==> src/rtl/if_id_pipe_reg_if.sv <==
// -----------------------------------------------------------------------------
// if_id_pipe_reg_if
//   Bundles the fetch-side (f_*) and decode-side (D_*) signals of the IF->ID
//   pipeline register.
//
//   Modports:
//     master : the surrounding pipeline. Drives the fetch fields, f_valid,
//              D_stall and D_flush. Observes f_ready and the D_* outputs.
//     slave  : the pipeline register itself. Mirror image of master.
//
//   Signals:
//     f_valid / f_ready                          fetch handshake
//     f_op, f_func, f_rs, f_rt, f_rd, f_valC, f_pc  fetch fields
//     D_stall, D_flush                           decode-stage controls
//     D_valid, D_op, D_func, D_rs, D_rt, D_rd, D_valC, D_pc
//                                                registered decode fields
// -----------------------------------------------------------------------------
interface if_id_pipe_reg_if #(
   parameter int unsigned DATA_W = 32,
   parameter int unsigned PC_W   = 32,
   parameter int unsigned REG_W  = 5
) ();

   // Fetch side
   logic              f_valid;
   logic              f_ready;
   logic [5:0]        f_op;
   logic [5:0]        f_func;
   logic [REG_W-1:0]  f_rs;
   logic [REG_W-1:0]  f_rt;
   logic [REG_W-1:0]  f_rd;
   logic [DATA_W-1:0] f_valC;
   logic [PC_W-1:0]   f_pc;

   // Decode side
   logic              D_stall;
   logic              D_flush;
   logic              D_valid;
   logic [5:0]        D_op;
   logic [5:0]        D_func;
   logic [REG_W-1:0]  D_rs;
   logic [REG_W-1:0]  D_rt;
   logic [REG_W-1:0]  D_rd;
   logic [DATA_W-1:0] D_valC;
   logic [PC_W-1:0]   D_pc;

   modport master (
      output f_valid, f_op, f_func, f_rs, f_rt, f_rd, f_valC, f_pc,
      output D_stall, D_flush,
      input  f_ready,
      input  D_valid, D_op, D_func, D_rs, D_rt, D_rd, D_valC, D_pc
   );

   modport slave (
      input  f_valid, f_op, f_func, f_rs, f_rt, f_rd, f_valC, f_pc,
      input  D_stall, D_flush,
      output f_ready,
      output D_valid, D_op, D_func, D_rs, D_rt, D_rd, D_valC, D_pc
   );

endinterface

==> src/rtl/if_id_pipe_reg.sv <==
// -----------------------------------------------------------------------------
// if_id_pipe_reg
//   Parametrised IF->ID pipeline register with flush (bubble insert) and a
//   1-entry skid buffer. f_ready comes straight from a flop, so a decode stall
//   never propagates combinationally back into fetch.
//
//   Parameters:
//     DATA_W  width of the constant field valC
//     PC_W    width of the PC field
//     REG_W   register-specifier width (rs/rt/rd)
//     CNT_W   perf counter width (exists only when IF_ID_PERF_EN is defined)
//
//   Ports:
//     clk        rising-edge clock
//     rst        asynchronous, active-high reset
//     bus        if_id_pipe_reg_if.slave: fetch handshake + fields in,
//                decode controls in, registered decode fields out
//     stall_cnt  (IF_ID_PERF_EN) cycles a live instruction was held by D_stall
//     flush_cnt  (IF_ID_PERF_EN) flushes that squashed at least one instruction
//
//   Configuration macro:
//     IF_ID_PERF_EN  adds the saturating stall/flush perf counters and CNT_W.
//                    Undefined by default: no counter ports or logic.
//
//   All-zero fields are the NOP encoding, so every empty slot reads as zero.
// -----------------------------------------------------------------------------
module if_id_pipe_reg #(
   parameter int unsigned DATA_W = 32,
   parameter int unsigned PC_W   = 32,
`ifdef IF_ID_PERF_EN
   parameter int unsigned CNT_W  = 16,
`endif
   parameter int unsigned REG_W  = 5
) (
   input  logic                clk,
   input  logic                rst,
`ifdef IF_ID_PERF_EN
   output logic [CNT_W-1:0]    stall_cnt,
   output logic [CNT_W-1:0]    flush_cnt,
`endif
   if_id_pipe_reg_if.slave     bus
);

   // Packed layout of one instruction slot: {op, func, rs, rt, rd, valC, pc}
   localparam int unsigned FW = 12 + 3 * REG_W + DATA_W + PC_W;

   logic [FW-1:0] in_word;

   // Main register (M), visible on D_*
   logic          m_valid_q, m_valid_d;
   logic [FW-1:0] m_q, m_d;

   // Skid entry, catches the transfer accepted while M is held
   logic          skid_valid_q, skid_valid_d;
   logic [FW-1:0] skid_q, skid_d;

   logic accept;
   logic m_load;

   assign in_word = {bus.f_op, bus.f_func, bus.f_rs, bus.f_rt, bus.f_rd,
                     bus.f_valC, bus.f_pc};

   // f_ready is the inverse of a flop: full skid is the only back-pressure
   assign bus.f_ready = ~skid_valid_q;

   assign accept = bus.f_valid & ~skid_valid_q;

   // A stall against an empty M is meaningless, so M keeps loading
   assign m_load = ~bus.D_stall | ~m_valid_q;

   always_comb begin
      m_valid_d    = m_valid_q;
      m_d          = m_q;
      skid_valid_d = skid_valid_q;
      skid_d       = skid_q;

      if (bus.D_flush) begin
         // Squash everything, including this cycle's input
         m_valid_d    = 1'b0;
         m_d          = '0;
         skid_valid_d = 1'b0;
         skid_d       = '0;
      end else if (m_load) begin
         if (skid_valid_q) begin
            // Drain the older skid entry first to keep program order
            m_valid_d    = 1'b1;
            m_d          = skid_q;
            skid_valid_d = accept;
            skid_d       = accept ? in_word : '0;
         end else if (accept) begin
            m_valid_d = 1'b1;
            m_d       = in_word;
         end else begin
            m_valid_d = 1'b0;
            m_d       = '0;
         end
      end else if (accept) begin
         // M held: park the transfer in the skid entry
         skid_valid_d = 1'b1;
         skid_d       = in_word;
      end
   end

   always_ff @(posedge clk or posedge rst) begin
      if (rst) begin
         m_valid_q    <= 1'b0;
         m_q          <= '0;
         skid_valid_q <= 1'b0;
         skid_q       <= '0;
      end else begin
         m_valid_q    <= m_valid_d;
         m_q          <= m_d;
         skid_valid_q <= skid_valid_d;
         skid_q       <= skid_d;
      end
   end

   assign bus.D_valid = m_valid_q;
   assign {bus.D_op, bus.D_func, bus.D_rs, bus.D_rt, bus.D_rd,
           bus.D_valC, bus.D_pc} = m_q;

`ifdef IF_ID_PERF_EN
   logic stall_inc;
   logic flush_inc;

   assign stall_inc = bus.D_stall & m_valid_q & ~bus.D_flush;
   assign flush_inc = bus.D_flush & (m_valid_q | skid_valid_q);

   // Both counters saturate at all-ones rather than wrapping
   always_ff @(posedge clk or posedge rst) begin
      if (rst) begin
         stall_cnt <= '0;
         flush_cnt <= '0;
      end else begin
         if (stall_inc && (stall_cnt != '1)) begin
            stall_cnt <= stall_cnt + 1'b1;
         end
         if (flush_inc && (flush_cnt != '1)) begin
            flush_cnt <= flush_cnt + 1'b1;
         end
      end
   end
`endif

endmodule

==> src/flat_wrapper.sv <==
// flat-port wrapper written by rule: the top's interface ports become plain ports
module if_id_pipe_reg_flat 
#(
   parameter int unsigned DATA_W = 32,
   parameter int unsigned PC_W   = 32,

   parameter int unsigned REG_W  = 5
)
  (clk, rst, bus_f_valid, bus_f_op, bus_f_func, bus_f_rs, bus_f_rt, bus_f_rd, bus_f_valC, bus_f_pc, bus_D_stall, bus_D_flush, bus_f_ready, bus_D_valid, bus_D_op, bus_D_func, bus_D_rs, bus_D_rt, bus_D_rd, bus_D_valC, bus_D_pc);
  if_id_pipe_reg_if #(.DATA_W(DATA_W), .PC_W(PC_W), .REG_W(REG_W)) bus_i ();
  input  logic clk;
  input  logic rst;
  input wire logic [$bits(bus_i.f_valid)-1:0] bus_f_valid;
  input wire logic [$bits(bus_i.f_op)-1:0] bus_f_op;
  input wire logic [$bits(bus_i.f_func)-1:0] bus_f_func;
  input wire logic [$bits(bus_i.f_rs)-1:0] bus_f_rs;
  input wire logic [$bits(bus_i.f_rt)-1:0] bus_f_rt;
  input wire logic [$bits(bus_i.f_rd)-1:0] bus_f_rd;
  input wire logic [$bits(bus_i.f_valC)-1:0] bus_f_valC;
  input wire logic [$bits(bus_i.f_pc)-1:0] bus_f_pc;
  input wire logic [$bits(bus_i.D_stall)-1:0] bus_D_stall;
  input wire logic [$bits(bus_i.D_flush)-1:0] bus_D_flush;
  output wire logic [$bits(bus_i.f_ready)-1:0] bus_f_ready;
  output wire logic [$bits(bus_i.D_valid)-1:0] bus_D_valid;
  output wire logic [$bits(bus_i.D_op)-1:0] bus_D_op;
  output wire logic [$bits(bus_i.D_func)-1:0] bus_D_func;
  output wire logic [$bits(bus_i.D_rs)-1:0] bus_D_rs;
  output wire logic [$bits(bus_i.D_rt)-1:0] bus_D_rt;
  output wire logic [$bits(bus_i.D_rd)-1:0] bus_D_rd;
  output wire logic [$bits(bus_i.D_valC)-1:0] bus_D_valC;
  output wire logic [$bits(bus_i.D_pc)-1:0] bus_D_pc;
  assign bus_i.f_valid = bus_f_valid;
  assign bus_i.f_op = bus_f_op;
  assign bus_i.f_func = bus_f_func;
  assign bus_i.f_rs = bus_f_rs;
  assign bus_i.f_rt = bus_f_rt;
  assign bus_i.f_rd = bus_f_rd;
  assign bus_i.f_valC = bus_f_valC;
  assign bus_i.f_pc = bus_f_pc;
  assign bus_i.D_stall = bus_D_stall;
  assign bus_i.D_flush = bus_D_flush;
  assign bus_f_ready = bus_i.f_ready;
  assign bus_D_valid = bus_i.D_valid;
  assign bus_D_op = bus_i.D_op;
  assign bus_D_func = bus_i.D_func;
  assign bus_D_rs = bus_i.D_rs;
  assign bus_D_rt = bus_i.D_rt;
  assign bus_D_rd = bus_i.D_rd;
  assign bus_D_valC = bus_i.D_valC;
  assign bus_D_pc = bus_i.D_pc;
  if_id_pipe_reg #(.DATA_W(DATA_W), .PC_W(PC_W), .REG_W(REG_W)) u_core (.clk(clk), .rst(rst), .bus(bus_i));
endmodule
==> config.mk <==
export PLATFORM = sky130hd
export DESIGN_NAME = if_id_pipe_reg_flat
export DESIGN_NICKNAME = d
export VERILOG_FILES = /design/src/rtl/if_id_pipe_reg_if.sv /design/src/rtl/if_id_pipe_reg.sv /design/src/flat_wrapper.sv
export SDC_FILE = /design/constraint.sdc
export NUM_CORES = 1
export LEC_CHECK = 0
export BUFFER_PORTS_ARGS = -buffer_cell sky130_fd_sc_hd__buf_4
export CAP_MARGIN = 20
export CORE_MARGIN = 1
export CORE_UTILIZATION = 50
export CTS_BUF_LIST = sky130_fd_sc_hd__clkbuf_2
export DETAILED_ROUTE_END_ITERATION = 7
export PLACE_DENSITY_LB_ADDON = 0.08
export SLEW_MARGIN = 40
export SYNTH_ARGS = -nofsm -noshare
export SYNTH_HDL_FRONTEND = slang
export SYNTH_SLANG_ARGS = --single-unit
==> constraint.sdc <==
create_clock -name clk -period 16.1 [get_ports clk]
set_clock_uncertainty 0.2 [all_clocks]
set_input_delay 0.805 -clock clk [delete_from_list [all_inputs] [get_ports clk]]
set_output_delay 0.805 -clock clk [all_outputs]
set_load 0.03 [all_outputs]
==> reports/results.ini, run 1 <==
[setup_path]
crit_path_end_kind = output pin
worstSetupStartpointType = flip-flop
reg2reg_slack_ps = 13300
crit_type = flip-flop to output pin
crit_slowest_cell = buf_6
crit_arrival_ps = 2120
critPathMaxFanout = 93
cp.required_ps = 15090
critPathMaxStageDelay_ps = 540
crit_chain = buf_6, inv_2, buf_4

[global_route]
overflow = 0
grt_pass1_vias = 5548
antenna_found_initial = 1
grt_pass1_wl_mm = 29.0
grt_util_all_layers_pct = 24.9
grt_max_degree = 127

[power_and_ir_drop]
irDropWorstVdd_mv = 0.0411
p_leak_nw = 4.47
power_density_nw_per_um2 = 94.0

[synthesis]
yosys_register_bits = 184
syn_area_um2 = 7390
syn_area_per_cell_um2 = 11.9
ys_seq_area_share_pct = 62.3
ys_types = 21
synthCells = 620
ys_top_cells_by_area = dfrtp_1 (62%), a22o_1 (11%), a22oi_1 (9.2%), o21ai_1 (6.2%), nand2_1 (4.6%)
synth_top_area_share_pct = 62.3
syn-num-nets = 716
yosys.area.top_type = dfrtp_1
yosysWarnings = 0

[clock_tree]
cts-root-buf = clkbuf_2
clk_pin_slew_ps = 250
ctsHtreeMaxLevel = 4
cts_setup_buffers = 0
cts_tree = yes
cts.repair.resized = 0
clockBufferDepth = 2
tritoncts.num_buffers = 17
clock_latency_ps = 740
cts_sinks = 184

[detailed_routing]
remaining_drc_errors = 0
vias_per_cell = 5.82
drt_iter0_markers = 476
vias = 5747
drtAntennaViolNets = 0
wl_per_cell_um = 18.5
first_pass_iters = 5
routed_wl_mm = 18.2

[die]
ios = 189
core_area_um2 = 14500
start_util_pct = 51.0
rows = 44
die_y_um = 124
dieArea_um2 = 15300
fp.dieW_um = 124

[placement]
place_congestion = 0.767
portBuffers = 188
pre_cts_ws_ps = 12870
dp_hpwl_mm = 11.1

[job]
cap_viol_max_count = 0

[sta]
setup_viol = 0
slew_violations = 0
finalHoldViolCount = 0
tightest_slew_ps = 796
maxSlewHeadroom_pct = 46.9
clock.fmax_mhz = 320
tns_ps = 0
period_needed_ps = 3130
rsz0062_at_grt = no
finalCritPeriodShare_pct = 19.4
final.setup.worst_slack_ps = 12970

[finish]
layout_common_cells = buf_4 (190), dfrtp_1 (183), o21ai_1 (92)
nNetsFinal = 885
drive_above_1_share_pct = 29.5
area_growth_syn_to_layout_pct = 24.5
mostFrequentLayoutCell = buf_4
post-route-util_pct = 63.6

[min_path]
hold_class = input pin to flip-flop

[outcome]
status = finished clean

## worst max-delay path: cells and delay by family (launching register included)
| kind | cells | cell delay [ps] |
|---|---|---|
| buffers and inverters | 3 | 780 |
| DFF | 1 | 490 |
## cell usage after synthesis (all sizes together)
master  count
clkbuf     18
nor2b       1
nand2      91
and2        1
inv         2
a22oi      91
o21ai      92
a21boi      1
and3b       1
a311oi      1
buf        42
dfrtp     184
nand3b      1
a21o        1
a22o       91
nor2        2
## registers in the layout (all words and copies together), names as in the netlist
name / flops
u_core.skid_q: 91
u_core.bus.D_valid: 1
u_core.skid_valid_q: 1
u_core.m_q: 91
## layer usage
| metal | vias to the layer above | routed length (um) | GRT usage, % |
|---|---|---|---|
| li1 | 2623 | - | - |
| met5 | - | 0 | 0 |
| met2 | 203 | 8820 | 38.7 |
| met1 | 2904 | 8090 | 34.9 |
| met3 | 17 | 1120 | 5.72 |
| met4 | 0 | 214 | 7.38 |
## cell families after synthesis
family	synth area share, %
buffers and inverters	5.92
and+or+nand+nor	5.11
DFF	62.3
AOI/OAI and AO/OA	26.7
## power by group
part	switching, mW	total, mW	internal [mW]
Combinational	0.0751	0.123	0.0484
Sequential	0.0110	0.491	0.480
Clock	0.148	0.251	0.103
Total	0.234	0.865	0.631
## through the flow
stage	power, mW	cell area [um^2]	std cells	hold slack [ps]
after floorplan	0.569	7390	620	273
after global placement	0.615	8680	937	269
after detailed placement	0.621	8820	942	277
after CTS	0.872	9080	974	0.760
after global routing	0.905	9210	987	-6.10
final	0.865	9210	987	75.3
## timing repair
action                                  in CTS  in global routing
hold endpoints to repair                    26                 11
endpoints found under the setup margin       0                  0
hold buffers                                 1                 11
## cell type report
| cell class | instances | area, um^2 |
|---|---|---|
| diodes | 2 | 5.00 |
| clock buffers | 21 | 105 |
| clock inverters | 10 | 153 |
| fillers | 1186 | 5270 |
| inverters | 2 | 20.0 |
| multi-input cells | 374 | 2380 |
| flip-flops and latches | 184 | 4610 |
| well taps | 184 | 230 |
| repair buffers | 210 | 1700 |
## final timing paths
kind / startpoint / endpoint / cells past startpoint
max reg2reg: u_core.skid_valid_q / u_core.skid_q[45] / 7
max in group asynchronous: rst / u_core.skid_q[63] / 4
min: bus_f_pc[12] / u_core.skid_q[12] / 2
max: u_core.skid_valid_q / bus_f_ready / 3
min reg2reg: u_core.m_q[68] / u_core.m_q[68] / 2
min in group asynchronous: rst / u_core.m_q[77] / 3
(Power assumes the default switching activity.)
==> run 2: changes to the inputs <==
--- a/config.mk
+++ b/config.mk
@@ -8,7 +8,7 @@
 export BUFFER_PORTS_ARGS = -buffer_cell sky130_fd_sc_hd__buf_4
 export CAP_MARGIN = 20
 export CORE_MARGIN = 1
-export CORE_UTILIZATION = 50
+export CORE_UTILIZATION = 49
 export CTS_BUF_LIST = sky130_fd_sc_hd__clkbuf_2
 export DETAILED_ROUTE_END_ITERATION = 7
 export PLACE_DENSITY_LB_ADDON = 0.08
==> constraint.sdc (replaced) <==
create_clock -name clk -period 2.52 [get_ports clk]
set_clock_uncertainty 0.2 [all_clocks]
set_input_delay 0.126 -clock clk [delete_from_list [all_inputs] [get_ports clk]]
set_output_delay 0.126 -clock clk [all_outputs]
set_load 0.03 [all_outputs]
==> run 2 against run 1 <==
Compared with the run above:
- the run now fails in 4_1_cts
- area after synthesis is the same
- synthesized cell count unchanged
==> reports/results.ini, run 2 <==
[placement]
dp_cells = 948
pre_cts_ws_ps = 525
dp_hpwl_mm = 11.5
portBuffers = 188
place_congestion = 0.756

[clock_tree]
cts_setup_buffers = 0
tritoncts.num_buffers = 17
clockBufferDepth = 2
cts.repair.resized = 0
cts_sinks = 184
hold_buffers = 199
ctsHtreeMaxLevel = 4
cts-root-buf = clkbuf_2

[die]
fp.dieW_um = 125
start_util_pct = 50.5
ios = 189
rows = 44
die_y_um = 125

[synthesis]
synth_commonest_cells = dfrtp_1 (184), o21ai_1 (92), a22o_1 (91), a22oi_1 (91), nand2_1 (91)
yosysMostFrequentCell = dfrtp_1
synth_top_family_by_area = compound AO/OA/AOI/OAI gates
ys_seq_area_share_pct = 62.3
yosysWarnings = 0
yosys_register_bits = 184
async_reset_ff_share_pct = 100
synth_adder_area_share_pct = 0
ys_types = 21
syn-num-nets = 716
yosys.area.top_type = dfrtp_1
synth-simple-area-share_pct = 5.11
synth_top_area_share_pct = 62.3
muxShareOfSynthArea_pct = 0
synth_xor_area_share_pct = 0
synth_compound_area_share_pct = 26.7
synth_edf_count = 0
synthCells = 620
ys_top_cells_by_area = dfrtp_1 (62%), a22o_1 (11%), a22oi_1 (9.2%), o21ai_1 (6.2%), nand2_1 (4.6%)
syn_area_um2 = 7390
synth_ff_type = dfrtp_1
syn_area_per_cell_um2 = 11.9

[outcome]
status = aborted with a tool error
lastStage = 4_1_cts
tool.error = [ERROR RSZ-0060] Max buffer count reached.

## run 2: cell counts after synthesis
No cell type changed its count.
## run 2: cell families after synthesis
logic type | count (synthesis)
AO/OA/AOI/OAI | 277
buffers and inverters | 62
flip-flops | 184
AND/OR/NAND/NOR | 97
## run 2: stage by stage
step,cell area [um^2],TNS [ps]
floorplan,7390,-31380
global placement,8840,0
detailed placement,8840,0
==> run 3: changes to the inputs <==
--- a/config.mk
+++ b/config.mk
@@ -8,10 +8,9 @@
 export BUFFER_PORTS_ARGS = -buffer_cell sky130_fd_sc_hd__buf_4
 export CAP_MARGIN = 20
 export CORE_MARGIN = 1
-export CORE_UTILIZATION = 49
-export CTS_BUF_LIST = sky130_fd_sc_hd__clkbuf_2
+export CORE_UTILIZATION = 35
 export DETAILED_ROUTE_END_ITERATION = 7
-export PLACE_DENSITY_LB_ADDON = 0.08
+export PLACE_DENSITY_LB_ADDON = 0.15
 export SLEW_MARGIN = 40
 export SYNTH_ARGS = -nofsm -noshare
 export SYNTH_HDL_FRONTEND = slang
==> constraint.sdc (replaced) <==
create_clock -name clk -period 3.3 [get_ports clk]
set_clock_uncertainty 0.2 [all_clocks]
set_input_delay 0.165 -clock clk [delete_from_list [all_inputs] [get_ports clk]]
set_output_delay 0.165 -clock clk [all_outputs]
set_load 0.03 [all_outputs]
==> run 3 against run 2 <==
Compared with the run above:
- the flow now finishes without violations
==> reports/results.ini, run 3 (synthesis gave the netlist of run 1 again) <==
[power_and_ir_drop]
sw_frac_of_total_pct = 26.0
irDropWorstVdd_mv = 0.312
finalPower_mw = 5.08
switching_power_mw = 1.32
p_int_mw = 3.76
pwr-share-comb_pct = 13.4
clockPowerShare_pct = 39.5
p_leak_nw = 4.92
p_seq_share_pct = 47.1
power_density_nw_per_um2 = 488

[finish]
drive_above_1_share_pct = 26.6
nNetsFinal = 967
area_growth_syn_to_layout_pct = 41.0
reg_top3 = u_core.m_q (91), u_core.skid_q (91)
diodes = 0
layout_common_cells = buf_4 (190), dfrtp_1 (183), dlygate4sd3_1 (96)
fillCellCount = 1844
mostFrequentLayoutCell = buf_4

[detailed_routing]
remaining_drc_errors = 0
wl_met2_mm = 9.30
highest_layer = met4
vias_per_cell = 5.22
routed_wl_mm = 20.0
first_pass_iters = 5
wl_met1_mm = 9.33
wl_met3_mm = 1.26
drt_iter0_markers = 335
vias = 6026
drtAntennaViolNets = 0
wl_per_cell_um = 17.4

[clock_tree]
cts_sinks = 184
cts_tree = yes
clockBufferDepth = 2
cts_setup_buffers = 0
ctsHtreeMaxLevel = 4
tritoncts.num_buffers = 17
cts-root-buf = clkbuf_16
clk_pin_slew_ps = 70
clock_latency_ps = 420

[global_route]
grt_pass1_vias = 6115
antenna_found_initial = 0
grt_pass1_wl_mm = 32.7
grt_util_all_layers_pct = 19.1
overflow = 0
grt_max_degree = 106

[sta]
tns_ps = 0
slew_violations = 0
clock.fmax_mhz = 401
maxSlewHeadroom_pct = 44.9
rsz0062_at_grt = no
finalHoldViolCount = 0
tightest_slew_ps = 826
period_needed_ps = 2490
finalCritPeriodShare_pct = 75.6
setup_viol = 0
worst_hold_slack_ps = 217
final.setup.worst_slack_ps = 806

[placement]
dp_hpwl_mm = 11.7
place_congestion = 0.734
pre_cts_ws_ps = 864
portBuffers = 188

[setup_path]
crit_arrival_ps = 2650
crit_type = input pin to flip-flop
r2r_end = u_core.skid_q[21]
worstSetupStartpointType = input pin
rr_startpoint = u_core.bus.D_valid
reg2reg_depth = 4
critPathMaxFanout = 57
crit_path_end_kind = flip-flop
crit_path_end = u_core.skid_q[21]
reg2reg_slack_ps = 810
cp.required_ps = 3450
cp-startpoint = bus_D_flush

[die]
die_y_um = 147
rows = 52
start_util_pct = 36.1
fp.dieW_um = 147
ios = 189
dieArea_um2 = 21700
core_area_um2 = 20500

[outcome]
status = finished clean

[job]
cap_viol_max_count = 0

[min_path]
hold_class = input pin to async pin

-- run 3: timing repair --
action                                  in CTS  in global routing
endpoints found under the hold margin      263                  0
endpoints found under the setup margin       0                  0
gates resized for setup                      0                  0
hold buffers                                96                  0
-- run 3: stage by stage --
stage,cells,util [%],area [um^2]
after CTS,1154,50.8,10400
after floorplan,620,-,7390
after global routing,1154,50.8,10400
final,1154,50.8,10400
after global placement,1024,43.1,8830
after detailed placement,1026,43.3,8880
-- run 3: critical path, stage by stage --
cell and delay, ps:
dlygate4sd3_1 540, buf_4 160, and3b_4 680, and2_4 530, buf_12 310, a22o_1 190
-- run 3: power by group through the flow --
stage,combinational [mW],sequential (mW),clock (mW)
global route,0.736,2.40,2.17
detailed placement,0.599,2.43,0
floorplan,0.247,2.53,0
finish,0.683,2.39,2.00
CTS,0.691,2.39,2.07
global placement,0.581,2.43,0
-- run 3: cell type report --
type	count	area [um^2]	area share, %
multi-input combinational	374	2380	22.9
tap	270	338	3.24
sequential	184	4610	44.2
timing repair buffer	292	2510	24.1
clock buffer	18	429	4.12
clock inverter	14	146	1.40
inverter	2	11.3	0.108
-- run 3: worst min path at each step --
stage,start,to,slack (ps),cells after the start
3_3_place_gp,bus_f_valC[29],u_core.skid_q[61],190,2
4_1_cts,rst,u_core.m_q[26],230,4
3_5_place_dp,rst,u_core.m_q[24],130,3
5_1_grt,rst,u_core.m_q[26],240,4
2_1_floorplan,bus_D_flush,u_core.bus.D_valid,60,1
6_report,rst,u_core.m_q[26],220,4
-- run 3: per-layer routing --
metal  GRT usage, %  vias up
met3           4.19       12
li1               -     2793
met1           27.1     2985
met5              0        -
met2           30.0      236
met4           3.97        0
